**src/rtl/dma_request_scheduler_pkg.sv**
```systemverilog
// ============================================================================
// dma_pkg : shared types and helpers for the DMA request scheduler
// Revision: 1.0
// ============================================================================
`default_nettype none

package dma_pkg;

  localparam int ADDR_W = 32;
  localparam int SIZE_W = 32;

  localparam logic [2:0] ST_IDLE   = 3'd0;
  localparam logic [2:0] ST_ISSUE  = 3'd1;
  localparam logic [2:0] ST_WAIT   = 3'd2;
  localparam logic [2:0] ST_DONE   = 3'd3;
  localparam logic [2:0] ST_REJECT = 3'd4;
  localparam logic [2:0] ST_FAULT  = 3'd5;

  typedef enum logic [2:0] {
    S_IDLE   = ST_IDLE,
    S_ISSUE  = ST_ISSUE,
    S_WAIT   = ST_WAIT,
    S_DONE   = ST_DONE,
    S_REJECT = ST_REJECT,
    S_FAULT  = ST_FAULT
  } state_e;

  // The splitter aborts on a negative (bit31) size, so those never get issued.
  function automatic logic size_valid(input logic [SIZE_W-1:0] size);
    return (size != '0) && !size[SIZE_W-1];
  endfunction

endpackage

`default_nettype wire

```
**src/rtl/dma_request_scheduler_rr_arbiter.sv**
```systemverilog
// ============================================================================
// rr_arbiter : combinational round-robin pick starting after last_grant
// Revision: 1.0
// ============================================================================
`default_nettype none

module rr_arbiter #(
  parameter int NUM_CH = 4
) (
  input  logic [NUM_CH-1:0] req,
  input  logic [2:0]        last_grant,
  output logic              grant_valid,
  output logic [2:0]        grant_idx
);

  logic [2:0]        start;
  logic [NUM_CH-1:0] rot;
  logic [2:0]        off;
  logic [3:0]        sum;

  always_comb begin
    start = (last_grant >= 3'(NUM_CH - 1)) ? 3'd0 : last_grant + 3'd1;

    // Rotate so the search origin sits at bit 0, pick lowest, rotate back.
    rot = '0;
    for (int i = 0; i < NUM_CH; i++) begin
      rot[i] = req[(i + int'(start)) % NUM_CH];
    end

    grant_valid = |rot;
    off = '0;
    for (int i = NUM_CH - 1; i >= 0; i--) begin
      if (rot[i]) off = 3'(i);
    end

    sum = {1'b0, off} + {1'b0, start};
    grant_idx = (sum >= 4'(NUM_CH)) ? 3'(sum - 4'(NUM_CH)) : sum[2:0];
  end

endmodule

`default_nettype wire

```
**src/rtl/dma_request_scheduler.sv**
```systemverilog
// ============================================================================
// dma_request_scheduler : round-robin front end sharing one transmission_spliter
// Revision: 1.0
// ============================================================================
`default_nettype none

module dma_request_scheduler
  import dma_pkg::*;
#(
  parameter int NUM_CH         = 4,
  parameter int TIMEOUT_CYCLES = 65535
) (
  input  logic                     i_clk,
  input  logic                     i_rst,
  input  logic [NUM_CH-1:0]        ch_req,
  input  logic [ADDR_W*NUM_CH-1:0] ch_addr_host,
  input  logic [ADDR_W*NUM_CH-1:0] ch_addr_device,
  input  logic [SIZE_W*NUM_CH-1:0] ch_size,
  input  logic [NUM_CH-1:0]        ch_dir_write,
  output logic [NUM_CH-1:0]        ch_ack,
  output logic [NUM_CH-1:0]        ch_err,
  output logic [ADDR_W-1:0]        conf_start_address_host,
  output logic [ADDR_W-1:0]        conf_start_address_device,
  output logic [SIZE_W-1:0]        conf_size,
  output logic                     conf_dir_write,
  output logic                     conf_valid,
  input  logic                     conf_transaction_done,
  output logic                     busy,
  output logic [2:0]               active_ch,
  output logic                     fault
);

  localparam logic              TO_EN   = (TIMEOUT_CYCLES != 0);
  localparam logic [31:0]       TO_LAST = (TIMEOUT_CYCLES == 0) ? 32'd0 : 32'(TIMEOUT_CYCLES - 1);
  localparam logic [NUM_CH-1:0] ONE     = NUM_CH'(1);

  state_e              state_q;
  logic [2:0]          last_grant_q;
  logic [2:0]          active_ch_q;
  logic [ADDR_W-1:0]   host_q;
  logic [ADDR_W-1:0]   dev_q;
  logic [SIZE_W-1:0]   size_q;
  logic                dir_q;
  logic                conf_valid_q;
  logic [NUM_CH-1:0]   ack_q;
  logic [NUM_CH-1:0]   err_q;
  logic                busy_q;
  logic                fault_q;
  logic [31:0]         cnt_q;

  logic                grant_valid;
  logic [2:0]          grant_idx;
  logic [ADDR_W-1:0]   sel_host;
  logic [ADDR_W-1:0]   sel_dev;
  logic [SIZE_W-1:0]   sel_size;
  logic                sel_dir;

  rr_arbiter #(
    .NUM_CH (NUM_CH)
  ) u_arb (
    .req         (ch_req),
    .last_grant  (last_grant_q),
    .grant_valid (grant_valid),
    .grant_idx   (grant_idx)
  );

  always_comb begin
    sel_host = '0;
    sel_dev  = '0;
    sel_size = '0;
    sel_dir  = 1'b0;
    for (int k = 0; k < NUM_CH; k++) begin
      if (grant_idx == 3'(k)) begin
        sel_host = ch_addr_host[ADDR_W*k +: ADDR_W];
        sel_dev  = ch_addr_device[ADDR_W*k +: ADDR_W];
        sel_size = ch_size[SIZE_W*k +: SIZE_W];
        sel_dir  = ch_dir_write[k];
      end
    end
  end

  always_ff @(posedge i_clk) begin
    if (i_rst) begin
      state_q      <= S_IDLE;
      last_grant_q <= 3'(NUM_CH - 1);
      active_ch_q  <= '0;
      host_q       <= '0;
      dev_q        <= '0;
      size_q       <= '0;
      dir_q        <= 1'b0;
      conf_valid_q <= 1'b0;
      ack_q        <= '0;
      err_q        <= '0;
      busy_q       <= 1'b0;
      fault_q      <= 1'b0;
      cnt_q        <= '0;
    end else begin
      conf_valid_q <= 1'b0;
      ack_q        <= '0;
      err_q        <= '0;
      case (state_q)
        S_IDLE: begin
          if (grant_valid) begin
            last_grant_q <= grant_idx;
            active_ch_q  <= grant_idx;
            host_q       <= sel_host;
            dev_q        <= sel_dev;
            size_q       <= sel_size;
            dir_q        <= sel_dir;
            busy_q       <= 1'b1;
            if (size_valid(sel_size)) begin
              state_q      <= S_ISSUE;
              conf_valid_q <= 1'b1;
            end else begin
              state_q <= S_REJECT;
              err_q   <= ONE << grant_idx;
            end
          end
        end
        S_ISSUE: begin
          state_q <= S_WAIT;
          cnt_q   <= '0;
        end
        S_WAIT: begin
          if (cnt_q != '1) cnt_q <= cnt_q + 32'd1;
          if (conf_transaction_done) begin
            state_q <= S_DONE;
            ack_q   <= ONE << active_ch_q;
          end else if (TO_EN && cnt_q == TO_LAST) begin
            state_q <= S_FAULT;
            fault_q <= 1'b1;
            err_q   <= ONE << active_ch_q;
          end
        end
        S_DONE, S_REJECT: begin
          state_q <= S_IDLE;
          busy_q  <= 1'b0;
        end
        S_FAULT: begin
          fault_q <= 1'b1;
          busy_q  <= 1'b1;
        end
        default: begin
          state_q <= S_IDLE;
          busy_q  <= 1'b0;
        end
      endcase
    end
  end

  assign ch_ack                    = ack_q;
  assign ch_err                    = err_q;
  assign conf_start_address_host   = host_q;
  assign conf_start_address_device = dev_q;
  assign conf_size                 = size_q;
  assign conf_dir_write            = dir_q;
  assign conf_valid                = conf_valid_q;
  assign busy                      = busy_q;
  assign active_ch                 = active_ch_q;
  assign fault                     = fault_q;

endmodule

`default_nettype wire

```
**config.mk**
```make
export PLATFORM = sky130hd
export DESIGN_NAME = dma_request_scheduler
export DESIGN_NICKNAME = d
export VERILOG_FILES = /design/src/rtl/dma_request_scheduler_pkg.sv /design/src/rtl/dma_request_scheduler_rr_arbiter.sv /design/src/rtl/dma_request_scheduler.sv
export SDC_FILE = /design/constraint.sdc
export NUM_CORES = 1
export LEC_CHECK = 0
export CORE_AREA = 2 2 197 199
export CTS_CLUSTER_DIAMETER = 30
export CTS_CLUSTER_SIZE = 10
export DETAILED_ROUTE_END_ITERATION = 10
export DIE_AREA = 0 0 199 201
export PLACE_DENSITY = 0.61
export SLEW_MARGIN = 20
export SYNTH_ARGS = -nofsm -noshare
export SYNTH_HDL_FRONTEND = slang
export SYNTH_HIERARCHICAL = 1
export SYNTH_SLANG_ARGS = --single-unit
```
**constraint.sdc**
```tcl
create_clock -name i_clk -period 4.25 [get_ports i_clk]
set_input_delay 0.85 -clock i_clk [delete_from_list [all_inputs] [get_ports i_clk]]
set_output_delay 0.85 -clock i_clk [all_outputs]
set_load 0.005 [all_outputs]
```
==> impl_results.md, run 1 <==
* Post-DP HPWL at 33.8 mm
* Commonest non-fill, non-tap cell in the layout: clkdlybuf4s50_1
* TNS Setup at 0 ns
* Post-DRT Antenna Nets at 0
* Achievable clock frequency at 246 MHz
* Worst Path Required at 4.60 ns
* Max IR drop VDD at 0.000340 V
* Critical Path AT at 4.41 ns
* CTS tree: done
* Sw Share at 39.1%
* RePlAce Congestion at 0.971
* Max FO, Critical Path at 11
* GR Util All Layers at 20.1%
* Clock sink total at 148
* Leak pwr at 0.00554 uW
* Clock buffer depth at 2
* Crit-path leading delay family: compound AO/OA/AOI/OAI gates
* Placed instance count at 1905
* Drt wl/cell at 21.0 um
* Clock H-tree levels at 4
* Slowest stage delay, CP at 0.44 ns
* Initial DRT Pass Iterations at 5
* Via count of the routed design at 9355
* Async SR Flop Fraction at 0%
* Initial antenna violation count at 8
* Number of synthesized flops with an enable pin at 0
* # setup viols final at 0
* Synth Instances at 898
* Die area at 40000 um2
* Worst-path clk slew at 0.06 ns
* Worst skew pair latency at 0.44 ns
* Vias in the first global route at 9602
* Total power at 11100 uW
* NetSw at 4350 uW
* Int Power at 6760 uW
* CTS Buf Count at 17
* Hold Path Class: flip-flop to flip-flop
* Routed Wire Length at 40.9 mm
* Post-Place Cell Area at 14600 um2
* Mean Syn Cell Area at 9.66 um2
* Proportion of layout cells with a drive suffix above 1 at 15.4%
* Slew Viols, Final at 0
* Slew headroom at 44.3%
* CP cell instances: clkdlybuf4s50_1 -> buf_4 -> nor3_1 -> nor2_1 -> o221a_2 -> nand2_1 -> xor2_2 -> ha_4 -> nand2_1 -> a21boi_1 -> o21ai_2 -> buf_6 -> buf_4 -> buf_6 -> o21bai_1 -> nor4_2 -> a41oi_2 -> nand3b_4 -> o32ai_1
* Register area share after synthesis at 34.2%
* Final min period at 4.07 ns
* Final #Nets at 1813
* Ys flop type: dfxtp_1
* Non-filler cells, final at 1948
* Fillcell total at 3742
* Critical-path top delay cell: clkdlybuf4s50_1
* Core Box Area at 38100 um2
* CP Capture Type: flip-flop
* Layout Skew at 0.00653 ns
* Starting Density at 22.8%
* Setup CP Type: input pin to flip-flop
* Global route overflow at 0
* Slew @ Worst Pin at 0.836 ns
* YS warnings at 6
* Post-route cell area at 15400 um2
* Die H at 201 um
* Mapped cell area at 8670 um2
* Area growth syn-to-layout at 77.2%
* DRC at 0
* Final Hold Vio Count at 0
* Boundary Pins at 506
* Worst path bufs/invs at 5
* Initial drt markers at 722
* Tcrit/Tclk final at 95.7%
* Mapped Nets at 1299
* IO buf count at 505
* Row cnt at 72
* Root Driver: clkbuf_16
* Largest net degree at the start of global routing at 69
* Clock Power Share at 14.2%
* P per Cell Area at 723 nW/um2
* Setup crit start kind: input pin
* Most frequent cells in the layout: clkdlybuf4s50_1 (504), nor2_1 (150), dfxtp_1 (148), mux4_2 (77), a22oi_1 (74)
* Library cells used by synthesis at 67
* Max Cap Viol at 0
* Logic pwr share at 67.8%
* Via-to-Cell Ratio at 4.80
* Synthesis-stage register bit count at 148
* Sequential Power Share at 18.0%
* Status: finished, final reports clean
* Die width at 199 um
* Global-route wire length before repair at 59.9 mm
[Yosys cell counts, types with 8 or more instances]
cell type	number	share of area (%)
nor2_1	152	6.6
dfxtp_1	148	34
mux4_2	77	20
a22oi_1	74	6.4
clkbuf_1	51	2.2
nand2_1	41	1.8
a21oi_1	39	2.3
o21ai_0	33	1.9
mux2i_1	22	2.5
nor3_1	22	1.3
xnor2_1	18	1.8
nand3_1	15	0.87
nand2b_1	14	1.0
nor4_1	14	1.0
buf_2	13	0.75
a211oi_1	12	1.0
nand3b_1	11	0.95
o21a_1	10	0.87
xor2_1	9	0.91
nor2b_1	8	0.58
[power by group through the flow]
stage | clock, uW | sequential [uW] | combinational, uW
2_1_floorplan | 0 | 1990 | 4600
3_3_place_gp | 0 | 2020 | 7250
3_5_place_dp | 0 | 2020 | 7330
4_1_cts | 1620 | 2000 | 7360
5_1_grt | 1670 | 2040 | 8110
6_report | 1580 | 2000 | 7530
[worst paths after layout]
path	endpoint	startpoint	slack (ns)	cells past startpoint
max	ch_err[0]	ch_req[2]	0.18	19
min reg2reg	conf_size[12]	conf_size[12]	0.46	2
max reg2reg	ch_err[0]	last_grant_q[0]	0.23	16
min	conf_size[12]	conf_size[12]	0.46	2
[cell type report]
class | count | area, um2 | share of cell area [%]
Clock inverter | 12 | 154 | 1.00
Multi-Input combinational cell | 664 | 5450 | 35.4
Inverter | 8 | 30.0 | 0.195
Sequential cell | 148 | 2960 | 19.3
Tap cell | 518 | 648 | 4.22
Timing Repair Buffer | 573 | 5670 | 36.9
Antenna cell | 5 | 12.5 | 0.0814
Clock buffer | 20 | 447 | 2.91
[per-stage QoR]
step | hold WS, ns | util [%] | setup slack, ns
global placement | 0.445 | 38.3 | -0.254
finish | 0.462 | 40.3 | 0.181
global route | 0.502 | 40.3 | -0.0321
CTS | 0.464 | 39.9 | 0.0317
floorplan | 0.453 | - | 0.247
detailed placement | 0.454 | 38.3 | -0.355
[sequential cells by signal (all words and copies together) (netlist names), 2 cells and up]
name and cells:
conf_start_address_host 32, conf_size 32, active_ch 2, last_grant_q 3
state_q 3, ch_ack 4, conf_start_address_device 32, cnt_q 32
ch_err 4
[worst reg2reg max path, stage by stage (launching register included)]
cell and delay, ns:
dfxtp_1 0.34, ha_4 0.29, buf_4 0.15, nand2b_4 0.06, a2111oi_2 0.38, o221a_2 0.27
nand2_1 0.10, xor2_2 0.21, ha_4 0.37, buf_4 0.19, mux4_2 0.33, nor4_2 0.30
buf_4 0.17, a31o_2 0.16, a41oi_2 0.16, nand3b_4 0.22, o32ai_1 0.25
[cells by family after synthesis]
logic type,after synthesis,share of synthesized area (%)
multiplexers,100,22.7
adder cells (fa/ha/maj),6,0.866
AO/OA/AOI/OAI,209,16.5
flip-flops,148,34.2
AND/OR/NAND/NOR,322,18.5
XOR/XNOR,27,2.73
buffers and inverters,86,4.53
[per-layer routing]
metal,wire (um),track usage (%)
met2,21700,36.0
met3,2280,4.35
met5,0,0
met4,551,4.90
met1,16300,24.4
[repair_timing]
action                                  in CTS  in global routing
setup buffers                                0                  5
gates resized for setup                      1                 15
gates cloned                                 0                  1
pin swaps                                    0                  4
endpoints found under the setup margin       3                  7
hold buffers                                 0                  0
Power figures use the tool's default switching activity.
==> inputs of run 2 (changes only) <==
--- a/config.mk
+++ b/config.mk
@@ -10,6 +10,7 @@
 export CTS_CLUSTER_SIZE = 10
 export DETAILED_ROUTE_END_ITERATION = 10
 export DIE_AREA = 0 0 199 201
+export GPL_ROUTABILITY_DRIVEN = 0
 export PLACE_DENSITY = 0.61
 export SLEW_MARGIN = 20
 export SYNTH_ARGS = -nofsm -noshare
==> impl_results.md, run 2 (synthesized netlist as in run 1, its figures left out) <==
* Placed instance count at 1906 (was 1905)
* Setup CP Type: input pin to flip-flop (unchanged)
* Commonest non-fill, non-tap cell in the layout: clkdlybuf4s50_1 (unchanged)
* Post-DP HPWL at 33.1 mm (was 33.8 mm)
* Post-DRT Antenna Nets at 0 (unchanged)
* Slew headroom at 43.5% (was 44.3%)
* Proportion of layout cells with a drive suffix above 1 at 15.7% (was 15.4%)
* Status: finished, final reports clean (unchanged)
* Leak pwr at 0.00551 uW (was 0.00554 uW)
* CTS Buf Count at 17 (unchanged)
* Final min period at 4.04 ns (was 4.07 ns)
* Hold_buf cts at 0 (unchanged)
* Via-to-Cell Ratio at 4.77 (was 4.80)
* Clock H-tree levels at 4 (unchanged)
* Crit Reg-Reg Startpoint: last_grant_q[1] (was last_grant_q[0])
* Critical Path AT at 4.38 ns (was 4.41 ns)
* Max FO, Critical Path at 7 (was 11)
* Layout Skew at 0.00902 ns (was 0.00653 ns)
* Die width at 199 um (unchanged)
* CTS tree: done (unchanged)
* Core Box Area at 38100 um2 (unchanged)
* Worst Path Required at 4.59 ns (was 4.60 ns)
* Die area at 40000 um2 (unchanged)
* Initial DRT Pass Iterations at 5 (unchanged)
* Finished Core Util at 40.3% (about the same)
* Worst-path clk slew at 0.07 ns (was 0.06 ns)
* GR Util All Layers at 19.7% (was 20.1%)
* Via count of the routed design at 9293 (was 9355)
* Clock buffer depth at 2 (unchanged)
* Drt wl/cell at 20.6 um (was 21.0 um)
* Global-route wire length before repair at 58.4 mm (was 59.9 mm)
* Most frequent cells in the layout: clkdlybuf4s50_1 (504), nor2_1 (150), dfxtp_1 (146), mux4_2 (77), a22oi_1 (74) (was clkdlybuf4s50_1 (504), nor2_1 (150), dfxtp_1 (148), mux4_2 (77), a22oi_1 (74))
* Crit path to: state_q[2] (was ch_err[0])
* Die H at 201 um (unchanged)
* Beginning of the critical path: ch_req[1] (was ch_req[2])
* Clock sink total at 148 (unchanged)
* R2r setup slk at 0.27 ns (was 0.23 ns)
* Max IR drop VDD at 0.000394 V (was 0.000340 V)
* Achievable clock frequency at 247 MHz (was 246 MHz)
* Non-filler cells, final at 1948 (unchanged)
* Post-Place Cell Area at 14600 um2 (about the same)
* Final #Nets at 1811 (was 1813)
* Worst skew pair latency at 0.44 ns (about the same)
* # setup viols final at 0 (unchanged)
* IO buf count at 505 (unchanged)
* Initial drt markers at 692 (was 722)
* Max Cap Viol at 0 (unchanged)
* Post-route cell area at 15400 um2 (about the same)
* Slew @ Worst Pin at 0.848 ns (was 0.836 ns)
* Hold Path Class: flip-flop to flip-flop (unchanged)
* Slew Viols, Final at 0 (unchanged)
* Vias in the first global route at 9370 (was 9602)
* Initial antenna violation count at 11 (was 8)
* Root Driver: clkbuf_16 (unchanged)
* Boundary Pins at 506 (unchanged)
* Routed Wire Length at 40.2 mm (was 40.9 mm)
* Row cnt at 72 (unchanged)
* Crit Reg-Reg Endpoint: state_q[2] (was ch_err[0])
* Final Hold Vio Count at 0 (unchanged)
* Global route overflow at 0 (unchanged)
* Setup crit start kind: input pin (unchanged)
* Largest net degree at the start of global routing at 71 (was 69)
* DRC at 0 (unchanged)
* Area growth syn-to-layout at 77.0% (was 77.2%)
* P per Cell Area at 721 nW/um2 (was 723 nW/um2)
* R2R cell count at 19 (was 16)
* Starting Density at 22.8% (unchanged)
* Tcrit/Tclk final at 95.1% (was 95.7%)
* CP Capture Type: flip-flop (unchanged)
## run 2: changes by cell type in the layout (fill, tap and decap cells not counted), sizes merged
cell	delta
buf	-1
clkinv	-1
clkinvlp	+1
diode	+2
inv	-1
## run 2: what timing repair did
action | CTS | global route
buffers inserted | 0 | 3
resized for setup | 0 | 23
setup endpoints to repair | 0 | 8
## run 2: power breakdown
part | leakage (uW) | internal (uW) | switching [uW]
clock network | 0.000292 | 943 | 639
registers | 0.00122 | 1760 | 246
logic | 0.00401 | 4040 | 3440
## run 2: layout make-up
class,instances,area [um2]
clock buffer,21,450
tap,518,648
sequential,148,2970
multi-input combinational,664,5450
fill,3737,22800
antenna,7,17.5
inverter,8,30.0
clock inverter,11,151
timing repair buffer,571,5640
## run 2: how the worst min path moves through the flow
stage / to / slack (ns) / start / cells past startpoint
6_report: conf_size[31] / 0.46 / conf_size[31] / 2
5_1_grt: conf_size[12] / 0.48 / conf_size[12] / 2
4_1_cts: conf_size[31] / 0.46 / conf_size[31] / 2
3_5_place_dp: conf_size[31] / 0.46 / conf_size[31] / 2
3_3_place_gp: conf_size[12] / 0.45 / conf_size[12] / 2
2_1_floorplan: conf_size[12] / 0.45 / conf_size[12] / 2
## run 2: worst max-delay path, stage by stage
cell and delay, ns:
clkdlybuf4s50_1 0.50, mux2i_1 0.09, a32oi_2 0.22, o211ai_4 0.13, a21oi_2 0.16, o21ai_2 0.08
ha_4 0.17, ha_4 0.32, buf_6 0.16, buf_6 0.15, mux2i_2 0.22, o21a_1 0.15
a31oi_1 0.13, nor4_2 0.28, buf_4 0.16, a41oi_2 0.13, buf_4 0.18, a2111oi_2 0.28
## run 2: stage by stage
stage | setup WS (ns) | setup TNS, ns | hold WS, ns | total power, uW
floorplan | 0.247 | 0 | 0.453 | 6590
global placement | -0.300 | -1.62 | 0.445 | 9280
detailed placement | -0.353 | -2.18 | 0.455 | 9360
CTS | 0.0354 | 0 | 0.464 | 11000
global route | -0.000940 | -0.000940 | 0.483 | 11800
finish | 0.210 | 0 | 0.462 | 11100
## run 2: routing by layer
metal	global-route usage, %	wire length, um	vias up	share of wire [%]
li1	-	-	4409	-
met1	24.0	16300	4455	40
met2	33.8	20200	361	50
met3	3.98	2310	68	5.7
met4	7.49	1380	0	3.4
met5	0	0	-	0
